[config.mk]
export PLATFORM = sky130hd
export DESIGN_NAME = out_bram_arbiter
export DESIGN_NICKNAME = d
export VERILOG_FILES = /design/src/rtl/out_bram_pkg.sv /design/src/rtl/rr_pick.sv /design/src/rtl/out_bram_arbiter.sv
export SDC_FILE = /design/constraint.sdc
export NUM_CORES = 1
export LEC_CHECK = 0
export BUFFER_PORTS_ARGS = -buffer_cell sky130_fd_sc_hd__buf_2
export CORE_MARGIN = 2
export CORE_UTILIZATION = 45
export DETAILED_ROUTE_END_ITERATION = 8
export GPL_TIMING_DRIVEN = 1
export PLACE_DENSITY = 0.9
export SYNTH_ARGS = -nofsm -noshare
export SYNTH_HDL_FRONTEND = slang
export SYNTH_HIERARCHICAL = 1
export SYNTH_SLANG_ARGS = --single-unit
[constraint.sdc]
create_clock -name i_clk -period 2.52 [get_ports i_clk]
set_clock_uncertainty 0.1 [all_clocks]
set_input_delay 0.126 -clock i_clk [delete_from_list [all_inputs] [get_ports i_clk]]
set_output_delay 0.126 -clock i_clk [all_outputs]
set_load 0.02 [all_outputs]
[src/rtl/out_bram_pkg.sv]
// Shared types and helpers for the output-BRAM write-port arbiter.
package out_bram_pkg;

  typedef enum logic [1:0] {
    IDLE    = 2'd0,
    GRANT   = 2'd1,
    RELEASE = 2'd2
  } arb_state_t;

  localparam int BURST_LEN_DEFAULT = 1024;

  // The owner index becomes the bank select above the requester's local address.
  function automatic logic [31:0] bank_addr(input logic [31:0] owner,
                                            input logic [31:0] local_addr,
                                            input int          addr_width);
    return (owner << addr_width) | local_addr;
  endfunction

endpackage

[src/rtl/rr_pick.sv]
// Round-robin first-one finder: lowest set request at or above rr_ptr, with wrap.
module rr_pick #(
  parameter int NUM_REQ  = 4,
  parameter int REQ_BITS = $clog2(NUM_REQ)
) (
  input  logic [NUM_REQ-1:0]  req,
  input  logic [REQ_BITS-1:0] rr_ptr,
  output logic [REQ_BITS-1:0] idx,
  output logic                valid
);

  logic [REQ_BITS-1:0] pos;

  function automatic int wrap_idx(input int base, input int off);
    int s;
    s = base + off;
    return (s >= NUM_REQ) ? s - NUM_REQ : s;
  endfunction

  // Scan from the farthest offset down so the closest hit to rr_ptr wins.
  always_comb begin
    idx   = '0;
    valid = 1'b0;
    pos   = '0;
    for (int k = NUM_REQ - 1; k >= 0; k--) begin
      pos = REQ_BITS'(wrap_idx(int'(rr_ptr), k));
      if (req[pos]) begin
        idx   = pos;
        valid = 1'b1;
      end
    end
  end

endmodule

[src/rtl/out_bram_arbiter.sv]
// Round-robin, burst-granular arbiter sharing one result-BRAM write port among flatten engines.
module out_bram_arbiter
  import out_bram_pkg::*;
#(
  parameter int NUM_REQ    = 4,
  parameter int BIT_WIDTH  = 16,
  parameter int ADDR_WIDTH = 10,
  parameter int BURST_LEN  = BURST_LEN_DEFAULT,
  parameter int REQ_BITS   = $clog2(NUM_REQ)
) (
  input  logic                                 i_clk,
  input  logic                                 i_rst_n,
  input  logic [NUM_REQ-1:0]                   i_req,
  output logic [NUM_REQ-1:0]                   o_grant,
  input  logic [NUM_REQ-1:0]                   i_wr_en,
  input  logic [NUM_REQ-1:0][ADDR_WIDTH-1:0]   i_wr_addr,
  input  logic [NUM_REQ-1:0][BIT_WIDTH-1:0]    i_wr_data,
  input  logic [NUM_REQ-1:0]                   i_done,
  output logic                                 o_bram_we,
  output logic [REQ_BITS+ADDR_WIDTH-1:0]       o_bram_addr,
  output logic [BIT_WIDTH-1:0]                 o_bram_data,
  output logic [REQ_BITS-1:0]                  o_owner,
  output logic                                 o_busy,
  output logic [NUM_REQ-1:0]                   o_burst_done,
  output logic                                 o_err
);

  localparam int CNT_W  = $clog2(BURST_LEN + 1);
  localparam int BADDR_W = REQ_BITS + ADDR_WIDTH;

  arb_state_t          state_q, state_d;
  logic [REQ_BITS-1:0] owner_q, rr_ptr_q, pick_idx, next_ptr;
  logic                pick_valid;
  logic [CNT_W-1:0]    wr_count_q;
  logic [NUM_REQ-1:0]  owner_onehot;
  logic                owner_wr, owner_done, owner_req, count_full, stray_wr;

  rr_pick #(
    .NUM_REQ  (NUM_REQ),
    .REQ_BITS (REQ_BITS)
  ) u_rr_pick (
    .req    (i_req),
    .rr_ptr (rr_ptr_q),
    .idx    (pick_idx),
    .valid  (pick_valid)
  );

  // Any strobe outside the owner's grant window is a protocol violation.
  always_comb begin
    owner_onehot           = '0;
    owner_onehot[owner_q]  = 1'b1;
    owner_wr               = i_wr_en[owner_q];
    owner_done             = i_done[owner_q];
    owner_req              = i_req[owner_q];
    count_full             = (wr_count_q == CNT_W'(BURST_LEN));
    next_ptr               = (owner_q == REQ_BITS'(NUM_REQ - 1)) ? '0 : owner_q + REQ_BITS'(1);
    stray_wr               = (state_q == GRANT) ? |(i_wr_en & ~owner_onehot) : |i_wr_en;
  end

  always_comb begin
    state_d = state_q;
    case (state_q)
      IDLE:    if (pick_valid) state_d = GRANT;
      GRANT:   if (owner_done || !owner_req) state_d = RELEASE;
      RELEASE: state_d = IDLE;
      default: state_d = IDLE;
    endcase
  end

  always_ff @(posedge i_clk or negedge i_rst_n) begin
    if (!i_rst_n) state_q <= IDLE;
    else          state_q <= state_d;
  end

  // Write path, counter, bank pointer and sticky error all advance with the FSM.
  always_ff @(posedge i_clk or negedge i_rst_n) begin
    if (!i_rst_n) begin
      owner_q      <= '0;
      rr_ptr_q     <= '0;
      wr_count_q   <= '0;
      o_bram_we    <= 1'b0;
      o_bram_addr  <= '0;
      o_bram_data  <= '0;
      o_burst_done <= '0;
      o_err        <= 1'b0;
    end else begin
      o_bram_we    <= 1'b0;
      o_burst_done <= '0;
      case (state_q)
        IDLE: begin
          if (pick_valid) owner_q <= pick_idx;
        end
        GRANT: begin
          if (owner_wr && !count_full) begin
            o_bram_we   <= 1'b1;
            o_bram_addr <= BADDR_W'(bank_addr(32'(owner_q), 32'(i_wr_addr[owner_q]), ADDR_WIDTH));
            o_bram_data <= i_wr_data[owner_q];
            wr_count_q  <= wr_count_q + CNT_W'(1);
          end
          if (owner_wr && count_full) o_err <= 1'b1;
          if (owner_done)      o_burst_done <= owner_onehot;
          else if (!owner_req) o_err        <= 1'b1;
        end
        RELEASE: begin
          rr_ptr_q   <= next_ptr;
          wr_count_q <= '0;
        end
        default: ;
      endcase
      if (stray_wr) o_err <= 1'b1;
    end
  end

  assign o_grant = (state_q == GRANT) ? owner_onehot : '0;
  assign o_owner = owner_q;
  assign o_busy  = (state_q != IDLE);

endmodule

==> results of run 1 <==
==> worst max-delay path by stage <==
stage,from,to,slack [ns],cells past startpoint
5_1_grt,o_owner[0]$_DFFE_PN0P_,o_bram_data[0]$_DFFE_PN0P_,0.08,4
4_1_cts,o_owner[0]$_DFFE_PN0P_,o_bram_addr[7]$_DFFE_PN0P_,0.22,4
6_report,o_owner[0]$_DFFE_PN0P_,o_bram_addr[7]$_DFFE_PN0P_,0.23,4
3_3_place_gp,o_owner[0]$_DFFE_PN0P_,o_bram_addr[1]$_DFFE_PN0P_,0.31,4
2_1_floorplan,o_owner[0]$_DFFE_PN0P_,o_bram_addr[0]$_DFFE_PN0P_,0.30,5
3_5_place_dp,o_owner[0]$_DFFE_PN0P_,o_bram_addr[7]$_DFFE_PN0P_,0.24,4
==> power breakdown <==
| part | internal [mW] | switching, mW | leakage, nW |
|---|---|---|---|
| Sequential | 1.14 | 0.192 | 0.634 |
| Clock | 0.194 | 0.271 | 0.0402 |
| Combinational | 1.11 | 1.23 | 1.26 |
| Total | 2.44 | 1.69 | 1.94 |
==> cell usage in the layout, fill, tap and decap left out, types with 4 or more instances in the layout <==
master    synthesis  routed
buf_4             1       4
mux2i_1           6       6
nor2_1           12      12
buf_2             3     158
mux4_2           29      29
ha_1              6       6
nand2b_1          4       4
inv_1            10      10
mux2_2           29      29
nand2_1          19      19
nand3_1           7       7
dfrtp_1          51      50
clkbuf_8          0       5
==> metrics by stage <==
step	total power, mW	hold slack, ns	utilization [%]
detailed placement	3.71	0.163	59.9
CTS	4.18	0.0298	61.6
global route	4.41	0.0475	61.6
global placement	3.61	0.139	59.9
finish	4.13	0.0293	61.6
floorplan	3.07	-0.270	-
==> critical path: cells and delay by family, from the launching register on <==
family	cells	cell delay (ns)
AND/OR/NAND/NOR	2	0.84
multiplexers	2	0.79
flip-flops	1	0.42
==> per-layer routing <==
| layer | up-vias | global-route usage [%] | wire (um) |
|---|---|---|---|
| li1 | 1172 | - | - |
| met5 | - | 0 | 0 |
| met3 | 25 | 4.96 | 562 |
| met4 | 0 | 7.07 | 223 |
| met2 | 133 | 40.2 | 4160 |
| met1 | 1270 | 25.8 | 2770 |
==> registers in the layout, indices dropped and copies added, names as in the netlist <==
register      flops
state_q           2
o_burst_done      4
wr_count_q       11
o_owner           2
o_bram_data      16
o_bram_addr      12
o_bram_we         1
o_err             1
rr_ptr_q          2
==> cells in the mapped netlist (4+ instances only) <==
cell and instances:
dfrtp_1 51, mux2_2 29, mux4_2 29, nand2_1 19, nor2_1 12, inv_1 10, nand3_1 7, ha_1 6
mux2i_1 6, buf_6 4, nand2b_1 4
==> what timing repair did <==
action                    in CTS  in global routing
buffers inserted               0                  0
hold endpoints to repair      36                  0
hold buffers                   2                  0
==> area by class of cell <==
cell class	count	area share [%]
tap	77	2.45
timing repair buffer	164	21.4
clock buffer	5	1.75
inverter	10	0.955
multi-input combinational	154	40.5
sequential	51	32.5
clock inverter	3	0.509
==> kinds of logic (layout without fill, tap and decap cells) <==
group                    count (synthesis)  count (layout)  synth area share (%)
AO/OA/AOI/OAI                           17              17                  4.36
XOR/XNOR                                 1               1                 0.293
adder cells (fa/ha/maj)                  6               6                  2.51
buffers and inverters                   23             182                  4.15
flip-flops                              51              51                  42.7
multiplexers                            64              64                  34.8
AND/OR/NAND/NOR                         66              66                  11.1
==> results_dict.tcl, run 1 <==
set metrics [dict create \
    avgViaCountPerCell 5.60 \
    grt.overflow.total 0 \
    crit_fanout 33 \
    crit_required_ns 2.61 \
    ir_drop_mv 0.581 \
    yosysUniqueCellTypes 40 \
    period_share_pct 90.9 \
    rsz0062_at_grt "false" \
    fin_crit_ns 2.29 \
    max_slew_margin_pct 39.2 \
    core_area_um2 6390 \
    layout.cells.non_filler 464 \
    row_count 29 \
    reg2reg_from "o_owner[0]$_DFFE_PN0P_" \
    seq_area_um2 1280 \
    grtUsageTotal_pct 22.1 \
    multiInputGateArea_um2 1590 \
    cts_tree "built" \
    yosysTopAreaCell "dfrtp_1" \
    syn_inst 228 \
    syn2layout_area_growth_pct 31.7 \
    synth_area_per_cell_um2 13.1 \
    dieArea_um2 7300 \
    synth-edff-count 0 \
    grt_start_max_net_pins 37 \
    hold_depth 3 \
    dr.first_iter.drc_count 202 \
    first_global_vias 2779 \
    power_density_nw_per_um2 1050 \
    setup_viol 0 \
    syn-num-nets 352 \
    crit_chain "mux4_2, nand2_2, nor2_4, mux2_2" \
    r2r-end "o_bram_addr[7]$_DFFE_PN0P_" \
    grt_pass1_wl_um 12700 \
    clock_latency_ns 0.30 \
    design_area_um2 3930 \
    hpwlAfterDp_um 6150 \
    worstHoldEndpoint "o_err$_DFFE_PN0P_" \
    holdCritPathClass "primary input to flop" \
    die_height_um 85.5 \
    r2r_slack_ns 0.23 \
    numCtsBuffers 5 \
    htreeDepth 2 \
    maxClockFrequency_mhz 437 \
    ys_seq_elements 51 \
    place_inst 454 \
    p_leak_nw 1.94 \
    status "completed" \
    clk_pin_slew_worst_paths_ns 0.09 \
    num-fill-cells 529 \
    layout_setup_ws_ns 0.230 \
    drc 0 \
    crit_path_max_incr_delay_ns 0.73 \
    grt_antenna_before_repair 0 \
    end_kind "flop" \
    slowest_stage "nor2_4" \
    synth_top_area_share_pct 42.7 \
    post_dp_cell_area_um2 3820 \
    seq_area_frac_synth_pct 42.7 \
    initial_core_util_pct 46.8 \
    dp_slack_ns 0.241 \
    hold_viol 0 \
    synthFlopType "dfrtp_1" \
    drive_gt1_share_pct 60.7 \
    hp-start "i_wr_en[2]" \
    maxSlewViolCount 0 \
    maxCapViolations 0 \
    tightest_slew_ns 0.909 \
    synthTopCellsByArea "dfrtp_1 43%, mux4_2 22%, mux2_2 11%" \
    cts_resized 0 \
    wirelength_um 7710 \
    drtAntennaViolNets 0 \
    critical_path_class "flop to flop" \
    cp.arrival_ns 2.38 \
    async_reset_ff_share_pct 100 \
    syn_area_um2 2990 \
    wl_per_cell_um 16.6 \
    fin_setup_tns_ns 0 \
    cts-root-buf "clkbuf_8" \
    start_kind "flop" \
    gp_congestion 0.906 \
    fin_nets 510 \
    vias 2600 \
    r2r_cells 4 \
    clock-sinks 51 \
    die_w_um 85.5 \
    ios 159 \
    cts.path.max_buffers 2 \
    io_buffers 158 \
    drtPass1Iterations 4 \
    ys_warn_count 6 \
    antenna_cells 0 \
]
Note: power is estimated with default switching activity, not from simulation.
==> run 2: changes to the inputs <==
--- a/config.mk
+++ b/config.mk
@@ -6,7 +6,6 @@
 export NUM_CORES = 1
 export LEC_CHECK = 0
 export BUFFER_PORTS_ARGS = -buffer_cell sky130_fd_sc_hd__buf_2
-export CORE_MARGIN = 2
 export CORE_UTILIZATION = 45
 export DETAILED_ROUTE_END_ITERATION = 8
 export GPL_TIMING_DRIVEN = 1
==> results_dict.tcl, run 2 (synthesized netlist as in run 1, its figures left out) <==
set metrics [dict create \
    status "completed" \
    post-cts-setup-buffers 0 \
    critical_path_class "flop to flop" \
    num-fill-cells 528 \
    drtAntennaViolNets 0 \
    crit_path_max_incr_delay_ns 0.72 \
    cts_tree "built" \
    grt.overflow.total 0 \
    dp_slack_ns 0.242 \
    clock-sinks 51 \
    fin_setup_tns_ns 0 \
    end_kind "flop" \
    holdCritPathClass "primary input to flop" \
    wl_per_cell_um 16.6 \
    crit_fanout 33 \
    cp.arrival_ns 2.38 \
    hpwlAfterDp_um 6070 \
    core_area_um2 6390 \
    reg_top3 "o_bram_data (16), o_bram_addr (12), wr_count_q (11)" \
    fin_crit_ns 2.28 \
    wirelength_um 7670 \
    avgViaCountPerCell 5.60 \
    hold_slack_ns 0.0175 \
    grt_util_met3_pct 5.34 \
    power_density_nw_per_um2 1070 \
    htreeDepth 2 \
    largest_reg_flops 16 \
    drtPass1Iterations 4 \
    maxSlewViolCount 0 \
    final_cell_mix "158 x buf_2, 50 x dfrtp_1, 29 x mux4_2, 29 x mux2_2, 19 x nand2_1" \
    maxCapViolations 0 \
    gp_congestion 0.847 \
    dieArea_um2 6970 \
    grt_pass1_wl_um 12600 \
    cts-root-buf "clkbuf_8" \
    antenna_cells 0 \
    grt_util_met2_pct 42.4 \
    crit_required_ns 2.61 \
    drive_gt1_share_pct 60.8 \
    row_count 29 \
    max_slew_margin_pct 40.9 \
    first_global_vias 2759 \
    final_util_pct 61.7 \
    cts.path.max_buffers 2 \
    p_sw_mw 1.69 \
    slowest_stage "nor2_4" \
    ir_drop_mv 0.555 \
    drc 0 \
    r2r_slack_ns 0.24 \
    top_usage_layer "met2" \
    syn2layout_area_growth_pct 31.9 \
    rsz0062_at_grt "false" \
    cts_hold_buf 1 \
    clock_latency_ns 0.30 \
    crit_family "simple AND/OR/NAND/NOR gates" \
    fin_nets 509 \
    place_inst 454 \
    layout_setup_ws_ns 0.236 \
    top_register "o_bram_data" \
    period_share_pct 90.7 \
    path_buf_inv 0 \
    grt_antenna_before_repair 0 \
    initial_core_util_pct 46.8 \
    swShare_pct 40.0 \
    numCtsBuffers 5 \
    final_common_cell "buf_2" \
    die_w_um 83.5 \
    start_kind "flop" \
    grt.met1_usage_pct 25.7 \
    p_int_mw 2.53 \
    p_clk_share_pct 13.1 \
    p_seq_share_pct 31.5 \
    setup_viol 0 \
    layout.cells.non_filler 462 \
    io_buffers 158 \
    grtUsageTotal_pct 23.3 \
    hold_viol 0 \
    combinationalPowerShare_pct 55.3 \
    cts_resized 0 \
    grt_start_max_net_pins 36 \
    crit_chain "mux4_2, nand2_2, nor2_4, mux2_2" \
    tightest_slew_ns 0.885 \
    vias 2587 \
    p_leak_nw 1.94 \
    clk_pin_slew_worst_paths_ns 0.09 \
    dr.first_iter.drc_count 140 \
    die_height_um 83.5 \
    ios 159 \
    maxClockFrequency_mhz 438 \
]
-- run 2: power by group through the flow --
stage,logic [mW],clock network [mW],registers [mW]
after floorplan,1.41,0,1.65
after CTS,2.36,0.566,1.33
after global routing,2.51,0.600,1.37
after detailed placement,2.36,0,1.34
after global placement,2.29,0,1.32
final,2.34,0.555,1.33
-- run 2: routing by layer --
metal,vias to the layer above,share of wire [%]
li1,1175,-
met1,1261,36
met2,125,53
met3,26,6.9
met4,0,3.6
met5,-,0
-- run 2: final cells by class --
cell class,instances,area [um^2],share of cell area (%)
repair buffers,163,831,21.1
flip-flops and latches,51,1280,32.4
clock inverters,2,37.5,0.953
multi-input cells,154,1590,40.4
clock buffers,5,68.8,1.75
inverters,10,37.5,0.953
well taps,77,96.3,2.45
-- run 2: worst register-to-register path, cell delays in order (launching register included) --
cell and delay (ns):
dfrtp_2 0.42, mux4_2 0.37, nand2_2 0.12, nor2_4 0.72, mux2_2 0.44
-- run 2: path summary, 6_finish.rpt --
kind / from / end / depth (start not counted)
worst max-delay path: o_owner[0]$_DFFE_PN0P_ / o_bram_addr[5]$_DFFE_PN0P_ / 4
worst min-delay path: i_wr_en[3] / o_err$_DFFE_PN0P_ / 3
worst max register to register: o_owner[0]$_DFFE_PN0P_ / o_bram_addr[5]$_DFFE_PN0P_ / 4
worst min register to register: o_bram_addr[8]$_DFFE_PN0P_ / o_bram_addr[8]$_DFFE_PN0P_ / 1
max in group asynchronous: i_rst_n / o_bram_data[4]$_DFFE_PN0P_ / 3
min in group asynchronous: i_rst_n / o_bram_data[14]$_DFFE_PN0P_ / 2
-- run 2: metrics by stage --
step | instance area [um^2] | total power, mW
6_report | 3940 | 4.23
5_1_grt | 3940 | 4.48
4_1_cts | 3940 | 4.26
3_5_place_dp | 3820 | 3.70
3_3_place_gp | 3820 | 3.61
2_1_floorplan | 2990 | 3.07
==> run 3: changes to the inputs <==
--- a/config.mk
+++ b/config.mk
@@ -12,5 +12,4 @@
 export PLACE_DENSITY = 0.9
 export SYNTH_ARGS = -nofsm -noshare
 export SYNTH_HDL_FRONTEND = slang
-export SYNTH_HIERARCHICAL = 1
 export SYNTH_SLANG_ARGS = --single-unit
==> results_dict.tcl, run 3 <==
set metrics [dict create \
    status "finished, violations left" \
    violations "DRC" \
    dr.first_iter.drc_count 227 \
    num-fill-cells 503 \
    synth_area_per_cell_um2 13.2 \
    crit_path_max_incr_delay_ns 0.74 \
    crit_fanout 34 \
    post-cts-setup-buffers 0 \
    clock_latency_ns 0.31 \
    clk_pin_slew_worst_paths_ns 0.09 \
    maxClockFrequency_mhz 429 \
    largest_reg_flops 16 \
    wl_per_cell_um 16.7 \
    antenna_cells 0 \
    synthTopCellsByArea "dfrtp_1 42%, mux4_2 22%, mux2_2 10%" \
    period_share_pct 92.5 \
    final_cell_mix "158 x buf_2, 50 x dfrtp_1, 29 x mux4_2" \
    design_area_um2 3990 \
    numCtsBuffers 5 \
    dieArea_um2 7060 \
    final_common_cell "buf_2" \
    crit_required_ns 2.62 \
    synth-edff-count 0 \
    cts-root-buf "clkbuf_8" \
    synthFlopType "dfrtp_1" \
    gp_congestion 0.890 \
    drtPass1Iterations 7 \
    yosysUniqueCellTypes 38 \
    hpwlAfterDp_um 5930 \
    initial_core_util_pct 47.1 \
    hold_slack_ns 0.0191 \
    first_global_vias 2742 \
    grt.overflow.total 0 \
    setup_viol 0 \
    multiInputGateArea_um2 1620 \
    cp.arrival_ns 2.43 \
    seq_area_frac_synth_pct 42.2 \
    drtAntennaViolNets 0 \
    synth_top_area_share_pct 42.2 \
    die_w_um 84.0 \
    hold_viol 0 \
    ys_seq_elements 51 \
    grt_pass1_wl_um 13000 \
    cts_tree "built" \
    top_register "o_bram_data" \
    reg_top3 "o_bram_data (16), o_bram_addr (12), wr_count_q (11)" \
    async_reset_ff_share_pct 100 \
    yosysTopAreaCell "dfrtp_1" \
    end_kind "flop" \
    ys_warn_count 0 \
    fin_setup_tns_ns 0 \
    max_slew_margin_pct 39.3 \
    die_height_um 84.0 \
    grt_antenna_before_repair 0 \
    clock-sinks 51 \
    cts.path.max_buffers 2 \
    post_dp_cell_area_um2 3860 \
    crit_chain "inv_1, ha_1, and4_1, nor2_4, mux2_2" \
    ir_drop_mv 0.566 \
    syn2layout_area_growth_pct 31.7 \
    avgViaCountPerCell 5.62 \
    maxSlewViolCount 0 \
    vias 2623 \
    row_count 29 \
    holdCritPathClass "primary input to flop" \
    htreeDepth 2 \
    wirelength_um 7790 \
    io_buffers 158 \
    critical_path_class "flop to flop" \
    syn-num-nets 353 \
    synthTopCellsByCount "51 x dfrtp_1, 29 x mux4_2, 28 x mux2_2" \
    tightest_slew_ns 0.908 \
    power_density_nw_per_um2 1060 \
    maxCapViolations 0 \
    drc 20 \
    slowest_stage "nor2_4" \
    syn_area_um2 3030 \
    rsz0062_at_grt "false" \
    start_kind "flop" \
    yosysMostFrequentCell "dfrtp_1" \
    syn_inst 229 \
    fin_crit_ns 2.33 \
    ios 159 \
    p_leak_nw 1.96 \
    drive_gt1_share_pct 60.3 \
    core_area_um2 6420 \
    grtUsageTotal_pct 23.6 \
    seq_area_um2 1280 \
    fin_nets 514 \
    grt_start_max_net_pins 36 \
]
## run 3: kinds of logic after synthesis
logic type,share of synthesized area (%)
buf+inv,4.34
flops,42.2
mux,34.4
fa+ha+maj,2.48
compound gates,4.71
simple gates,11.9
## run 3: timing repair
action | in CTS | in global routing
setup endpoints to repair | 0 | 0
gates resized for setup | 0 | 0
hold buffers | 4 | 0
hold endpoints to repair | 29 | 0
## run 3: critical path, delay by kind of cell (launching register included)
family,cells,cell delay [ns]
fa+ha+maj,1,0.22
buf+inv,1,0.06
simple gates,2,0.99
flops,1,0.42
mux,1,0.42
## run 3: metrics by stage
| stage | setup WS (ns) | power, mW | instances | utilization, % |
|---|---|---|---|---|
| after CTS | 0.165 | 4.25 | 467 | 62.0 |
| after global routing | 0.0304 | 4.51 | 467 | 62.0 |
| final | 0.189 | 4.22 | 467 | 62.0 |
| after floorplan | 0.438 | 3.13 | 229 | - |
| after global placement | 0.275 | 3.69 | 456 | 60.1 |
| after detailed placement | 0.188 | 3.79 | 456 | 60.1 |
## run 3: final cells by class
cell class | instances | area share (%)
clock buffer | 5 | 1.73
clock inverter | 2 | 0.345
inverter | 11 | 1.04
multi-input combinational | 154 | 40.6
sequential | 51 | 32.1
tap | 77 | 2.42
timing repair buffer | 167 | 21.8
## run 3: worst paths after layout
kind / from / to / slack (ns) / depth (start not counted)
max: wr_count_q[0]$_DFFE_PN0P_ / o_bram_addr[8]$_DFFE_PN0P_ / 0.19 / 5
min: i_wr_en[2] / o_err$_DFFE_PN0P_ / 0.02 / 3
max reg2reg: wr_count_q[0]$_DFFE_PN0P_ / o_bram_addr[8]$_DFFE_PN0P_ / 0.19 / 5
min reg2reg: o_bram_addr[6]$_DFFE_PN0P_ / o_bram_addr[6]$_DFFE_PN0P_ / 0.40 / 1
max in group asynchronous: i_rst_n / o_bram_data[10]$_DFFE_PN0P_ / 1.29 / 3
min in group asynchronous: i_rst_n / state_q[0]$_DFFE_PN0P_ / 0.27 / 2
## run 3: where the power goes
group	switching (mW)	total, mW	internal, mW	leakage (nW)
Sequential	0.186	1.33	1.14	0.633
Combinational	1.28	2.43	1.15	1.28
Clock	0.268	0.459	0.190	0.0440
Total	1.74	4.22	2.48	1.96
## run 3: per-layer routing
metal  wire, um  track usage (%)
met2       4120             42.8
met5          0                0
met4        108             5.33
met3        551             4.65
met1       3020             28.9
